===== src/rtl/instr_fetch.sv =====
// rtl/instr_fetch.sv - instruction fetch stage: owns the PC, reads program memory, hands instructions to decode
// One instruction in flight: REQ issues the read, CAPT takes the registered word, HOLD waits for the decoder.
module instr_fetch #(
  parameter int unsigned DATA_W    = 18,
  parameter int unsigned ADDR_W    = 13,
  parameter int unsigned RESET_PC  = 0,
  parameter logic [DATA_W-1:0] HALT_WORD = 18'h3FFFF,
  parameter int unsigned CNT_W     = 16
) (
  input  logic              clk,
  input  logic              rst,
  input  logic              start,
  output logic [ADDR_W-1:0] mem_adrs,
  output logic              mem_re_en,
  input  logic [DATA_W-1:0] mem_rdata,
  input  logic              redirect_valid,
  input  logic [ADDR_W-1:0] redirect_adrs,
  output logic [DATA_W-1:0] instr,
  output logic [ADDR_W-1:0] instr_pc,
  output logic              instr_valid,
  input  logic              instr_ready,
  output logic              halted,
  output logic              busy,
  output logic [CNT_W-1:0]  fetch_cnt
);

  localparam logic [ADDR_W-1:0] RESET_ADRS = ADDR_W'(RESET_PC);

  typedef enum logic [2:0] {
    S_IDLE,
    S_REQ,
    S_CAPT,
    S_HOLD,
    S_HALTED
  } state_t;

  state_t            state;
  logic [ADDR_W-1:0] pc;
  logic              xfer;

  // The memory address register is the PC itself, so the two can never disagree.
  assign mem_adrs = pc;
  assign xfer     = instr_valid && instr_ready;

  always_ff @(posedge clk or posedge rst) begin
    if (rst) begin
      state       <= S_IDLE;
      pc          <= RESET_ADRS;
      mem_re_en   <= 1'b0;
      instr       <= '0;
      instr_pc    <= '0;
      instr_valid <= 1'b0;
      halted      <= 1'b0;
      busy        <= 1'b0;
      fetch_cnt   <= '0;
    end else begin
      case (state)
        S_IDLE: begin
          if (start) begin
            state     <= S_REQ;
            pc        <= RESET_ADRS;
            mem_re_en <= 1'b1;
            busy      <= 1'b1;
          end
        end

        S_REQ: begin
          // A redirect here simply re-issues the read at the new target.
          if (redirect_valid) begin
            pc <= redirect_adrs;
          end else begin
            state     <= S_CAPT;
            mem_re_en <= 1'b0;
          end
        end

        S_CAPT: begin
          if (redirect_valid) begin
            pc        <= redirect_adrs;
            state     <= S_REQ;
            mem_re_en <= 1'b1;
          end else if (mem_rdata == HALT_WORD) begin
            state  <= S_HALTED;
            halted <= 1'b1;
            busy   <= 1'b0;
          end else begin
            instr       <= mem_rdata;
            instr_pc    <= pc;
            instr_valid <= 1'b1;
            state       <= S_HOLD;
          end
        end

        S_HOLD: begin
          // A transfer coinciding with a redirect still counts; only the next PC changes.
          if (xfer || redirect_valid) begin
            if (xfer && (fetch_cnt != '1)) begin
              fetch_cnt <= fetch_cnt + 1'b1;
            end
            pc          <= redirect_valid ? redirect_adrs : pc + 1'b1;
            instr_valid <= 1'b0;
            state       <= S_REQ;
            mem_re_en   <= 1'b1;
          end
        end

        S_HALTED: begin
          mem_re_en <= 1'b0;
        end

        default: begin
          state     <= S_IDLE;
          mem_re_en <= 1'b0;
          busy      <= 1'b0;
        end
      endcase
    end
  end

endmodule


===== config.mk =====
export PLATFORM = sky130hd
export DESIGN_NAME = instr_fetch
export DESIGN_NICKNAME = d
export VERILOG_FILES = /design/src/rtl/instr_fetch.sv
export SDC_FILE = /design/constraint.sdc
export NUM_CORES = 1
export LEC_CHECK = 0
export BUFFER_PORTS_ARGS = -buffer_cell sky130_fd_sc_hd__buf_2
export CORE_ASPECT_RATIO = 1.4
export CORE_MARGIN = 2
export CORE_UTILIZATION = 58
export CTS_BUF_LIST = sky130_fd_sc_hd__clkbuf_4 sky130_fd_sc_hd__clkbuf_8
export DETAILED_ROUTE_END_ITERATION = 6
export PLACE_DENSITY = 0.91
export SLEW_MARGIN = 20
export SYNTH_ARGS = -nofsm -noshare
export SYNTH_HDL_FRONTEND = slang
export SYNTH_SLANG_ARGS = --single-unit

===== constraint.sdc =====
create_clock -name clk -period 3.4 [get_ports clk]
set_clock_uncertainty 0.2 [all_clocks]
set_input_delay 0.34 -clock clk [delete_from_list [all_inputs] [get_ports clk]]
set_output_delay 0.34 -clock clk [all_outputs]
set_load 0.03 [all_outputs]

# Word-level counts from Yosys, hierarchy flattened
# Cells that the tools add are included.
[word_totals]
word_cells = 68
reg_bits = 67
inputBits = 36
out_inout_bits = 64
[op_classes]
mux = 23
n_bitwise = 4
eq_ne = 14
reduce_logical = 16
add_sub_neg = 2
[ops]
columns = ["operator", "count"]
rows = [
  ["$mux 13", 4],
  ["$pmux 13 s3", 1],
  ["$reduce_and 4->1", 5],
  ["$eq 18x18->1 const B", 1],
  ["$add 16x1->16 const B", 1],
  ["$ne 16x16->1 const B", 1],
  ["$mux 3", 5],
  ["$pmux 3 s5", 1],
  ["$ne 2x2->1 const B", 7],
  ["$add 13x1->13 const B", 1],
  ["$mux 1", 9],
  ["$reduce_and 3->1", 3],
  ["$eq 3x2->1 const B", 2],
  ["$not 1->1", 4],
  ["$pmux 1 s4", 1],
  ["$eq 3x1->1 const B", 1],
  ["$eq 3x3->1 const B", 1],
  ["$logic_not 3->1", 1],
  ["$pmux 1 s3", 1],
  ["$reduce_bool 3->1", 1],
  ["$reduce_or 3->1", 1],
  ["$logic_and 1x1->1", 2],
  ["$ne 2x1->1 const B", 1],
  ["$pmux 1 s2", 1],
  ["other kinds (3)", 3],
]

# Depth between registers and ports, before layout
[depth]
depth_word = 4
mapped_depth = 8
depth_no_buf = 5

# Worst setup path before layout
# No wires, ideal clock.
[synth_path]
path_kind = "register to register"
from = "register fetch_cnt[0]"
to = "register fetch_cnt[1]"
setup_ns = 0.128
setup_slack_ns = 1.268
n_path_buf = 1
stages_incl_launch_ff = 7
required_ns = 3.072
arrival_time_ns = 1.804
period_less_slack_ns = 2.132
path_cell_list = "dfrtp_1 -> ha_1 -> nand2_1 -> or3_1 -> buf_6 -> o21ai_4 -> mux2_1"
[synth_via]
elab_chain_len = 3
elab_cells_between_ends = 4
cone_classes = "add/sub (1); eq/ne (1); reduce/logical (2)"
[synth_lines]
columns = ["item", "line_no", "rtl"]
rows = [
  ["start, declared", "24", "output logic [CNT_W-1:0] fetch_cnt"],
  ["start signal, assigned", "98", "fetch_cnt <= fetch_cnt + 1'b1;"],
  ["branches (longest 3 deep; another with $add 16x1->16)", "-", ""],
]
# Several ways; the timed one is not identified.
# A chain may end at the register's enable or synchronous reset.

# Final worst setup path
[layout_path]
from = "register state[1]"
to = "register pc[12] (netlist: mem_adrs[12])"
[layout_via]
elab_chain_len = 4
elab_cells_between_ends = 11
cone_classes = "eq/ne (6); mux (1); reduce/logical (4)"
[layout_lines]
columns = ["item", "line_no", "rtl"]
rows = [
  ["start, declared", "37", "state_t state;"],
  ["start signal, assigned", "47", "state <= S_IDLE;"],
  ["start signal, assigned", "60", "state <= S_REQ;"],
  ["start signal, assigned", "72", "state <= S_CAPT;"],
  ["$eq 3x2->1 or $eq 3x1->1 (tied branches)", "57", "case (state)"],
  ["$reduce_or 2->1 (no line)", "-", ""],
  ["$ne 2x1->1 (no line) or $reduce_bool 3->1 (tied branches)", "-", ""],
  ["$reduce_and 4->1 (no line)", "-", ""],
  ["end signal, assigned", "70", "pc <= redirect_adrs;"],
  ["end signal, assigned", "79", "pc <= redirect_adrs;"],
  ["end signal, assigned", "100", "pc <= redirect_valid ? redirect_adrs : pc + 1'b1;"],
  ["end, declared", "38", "logic [ADDR_W-1:0] pc;"],
]
# Parallel ways exist; a longest one is shown, timed or not.

==> key figures <==
Global routing
  – Vias in the first global route: 2705
  – Largest net degree at the start of global routing: 68
  – Grt ovf: 0
  – Gr usage total: 25.52%
  – First-pass GRT wire length: 13030 um
  – Number of antenna violations at the first check in global routing: 0

Floorplan
  – Initial Util: 59.40%
  – Core box area: 5822 um^2
  – Die area: 6605 um^2
  – Die Wd: 69.26 um
  – Rows: 33
  – Die height: 95.37 um
  – # IOs: 100

Placement
  – Place WS: 0.9564 ns
  – DP Area: 3951 um^2
  – Hpwl dp: 5813 um
  – GPL Wtd Cong: 0.9469
  – Port buffer count: 99

CTS
  – CTS max path bufs: 2
  – Clk sinks: 67
  – Worst-skew pair later-pin latency: 0.35 ns
  – Hold-fix buffers, CTS: 0
  – H-tree levels: 3
  – Clk pin slew, worst setup/hold paths: 0.08 ns
  – TritonCTS buffer count: 9
  – CTS tree: built
  – Postcts setup bufs: 0
  – Cts repair resizes: 0
  – CTS root buf: clkbuf_8

Timing
  – Achievable frequency: 401.4 MHz
  – Final Hold Fails: 0
  – Worst rel slew slack: 45.29%
  – Final setup vio count: 0
  – Final TNS setup: 0 ns
  – Worst slew pin tran: 0.8206 ns
  – Final period util: 73.28%
  – Final slew viol count: 0
  – Worst hold slack: 0.02316 ns
  – Setup slack after layout: 0.9086 ns
  – Tmin final: 2.491 ns
  – RSZ-0062 raised after global routing: no

Pwr
  – Combinational Power Share: 46.1%
  – P_leak: 2.053 nW
  – P_int: 2.058 mW
  – Switching portion of total power: 45.79%
  – Switch Pwr: 1.738 mW
  – Peak supply drop: 0.5705 mV
  – Clock share of power: 17.7%
  – PwrDens: 915.0 nW/um^2
  – Seq pwr share: 36.2%

Yosys
  – Number of synthesized flops with an enable pin: 0
  – Async SR Flop Fraction: 100.0%
  – Largest area contributor in the netlist: dfrtp_1
  – Ys Warns: 0
  – Top cells by count, synth: dfrtp_1, mux2_1, nand3_1
  – Synth Flop Type: dfrtp_1
  – Avg Cell Area, Syn: 11.49 um^2
  – Syn Inst Count: 301
  – Yosys top cell area share: 48.48%
  – Cell variety after synth: 60
  – Synth Net Count: 339
  – Sequential element share of the synthesized area: 48.48%
  – Mapped Area: 3458 um^2
  – Count of state elements after synthesis: 67
  – Most common cell in the netlist: dfrtp_1
  – Top post-synthesis cells by area: dfrtp_1, mux2_1, o211ai_2

Worst setup path
  – Crit path required time: 3.47 ns
  – Critical path class: register to register
  – Startpoint type of the worst setup path: register
  – WP data arrival: 2.56 ns
  – Crit Path Max Fanout: 18
  – CP Capture Type: register

Routing
  – DR vias/cell: 6.019
  – WL/cell: 16.83 um
  – Initial DRT Pass Iterations: 5
  – Via Count: 2847
  – Post-Route WL: 7961 um
  – Final ANT Viol Nets: 0
  – Initial DRC count: 309
  – Post-route DRC: 0

Finish
  – Layout cells sized above 1: 35.98%
  – Area delta synth->final: 19.97%
  – Final Instance Area: 4149 um^2
  – Inserted Diodes: 0
  – Fin util: 71.27%
  – Final #Nets: 436

Outcome
  – Status: complete, no violations

Run
  – MaxCap Viol Count: 0

Min path
  – HP Class: primary input to async pin
## cells in the final DEF (no fill, tap or decap), drive strengths merged, types with 8 or more instances in the layout
master / count
o211ai: 9
buf: 101
xor2: 9
nor3: 13
nor2: 8
a21oi: 14
nand2: 14
mux2: 32
clkbuf: 11
inv: 8
dfrtp: 67
nand4: 13
o2bb2ai: 8
o21ai: 10
nand3: 14
## through the flow
step | instances | total power, mW
after detailed placement | 457 | 3.137
final | 473 | 3.796
after global placement | 457 | 3.074
after CTS | 473 | 3.809
after floorplan | 301 | 2.662
after global routing | 473 | 4.002
## worst max-delay path, cell delays in order (launching register included)
cell       delay, ns
dfrtp_1         0.73
and4bb_1        0.49
nand2b_1        0.44
nand2_2         0.37
a2bb2oi_1       0.20
## metal layers
metal,track usage [%],part of all wire [%],wire length (um),up-vias
met3,6.131,5.6,443,18
met5,0,0,0,-
met2,44.15,52,4179,121
met1,30.14,40,3158,1381
met4,11.93,2.3,180,0
li1,-,-,-,1327
## worst paths after layout
check / start / end / slack [ns] / cells after the start
max: state[1] / mem_adrs[12] / 0.91 / 4
min: rst / fetch_cnt[2] / 0.02 / 3
min in group clk: mem_rdata[6] / instr[6] / 0.03 / 2
max reg2reg: state[1] / mem_adrs[12] / 0.91 / 4
max in group asynchronous: rst / mem_adrs[4] / 2.44 / 3
min reg2reg: halted / halted / 0.28 / 1
## registers in the layout, indices dropped and copies added, names as in the netlist
register	flops
instr_pc	13
halted	1
busy	1
mem_adrs	13
instr	18
state	3
fetch_cnt	16
mem_re_en	1
instr_valid	1
## power by group through the flow
stage          logic (mW)  registers [mW]  clock network (mW)
2_1_floorplan       0.791            1.87                   0
3_3_place_gp         1.71            1.36                   0
3_5_place_dp         1.75            1.39                   0
4_1_cts              1.76            1.38               0.672
5_1_grt              1.87            1.42               0.709
6_report             1.75            1.37               0.673
## layout make-up
type | instances | area (um^2)
inverters | 9 | 33.78
repair buffers | 101 | 510.5
fillers | 417 | 1673
flip-flops and latches | 67 | 1677
well taps | 70 | 87.58
clock buffers | 11 | 145.1
clock inverters | 5 | 52.55
multi-input cells | 210 | 1643
## kinds of logic after synthesis
kind of cell / share of synthesized area, %
compound gates: 15.63
xor+xnor: 4.269
fa+ha+maj: 0.7235
buf+inv: 4.233
flops: 48.48
mux: 10.42
simple gates: 16.25
Power figures use the tool's default switching activity.
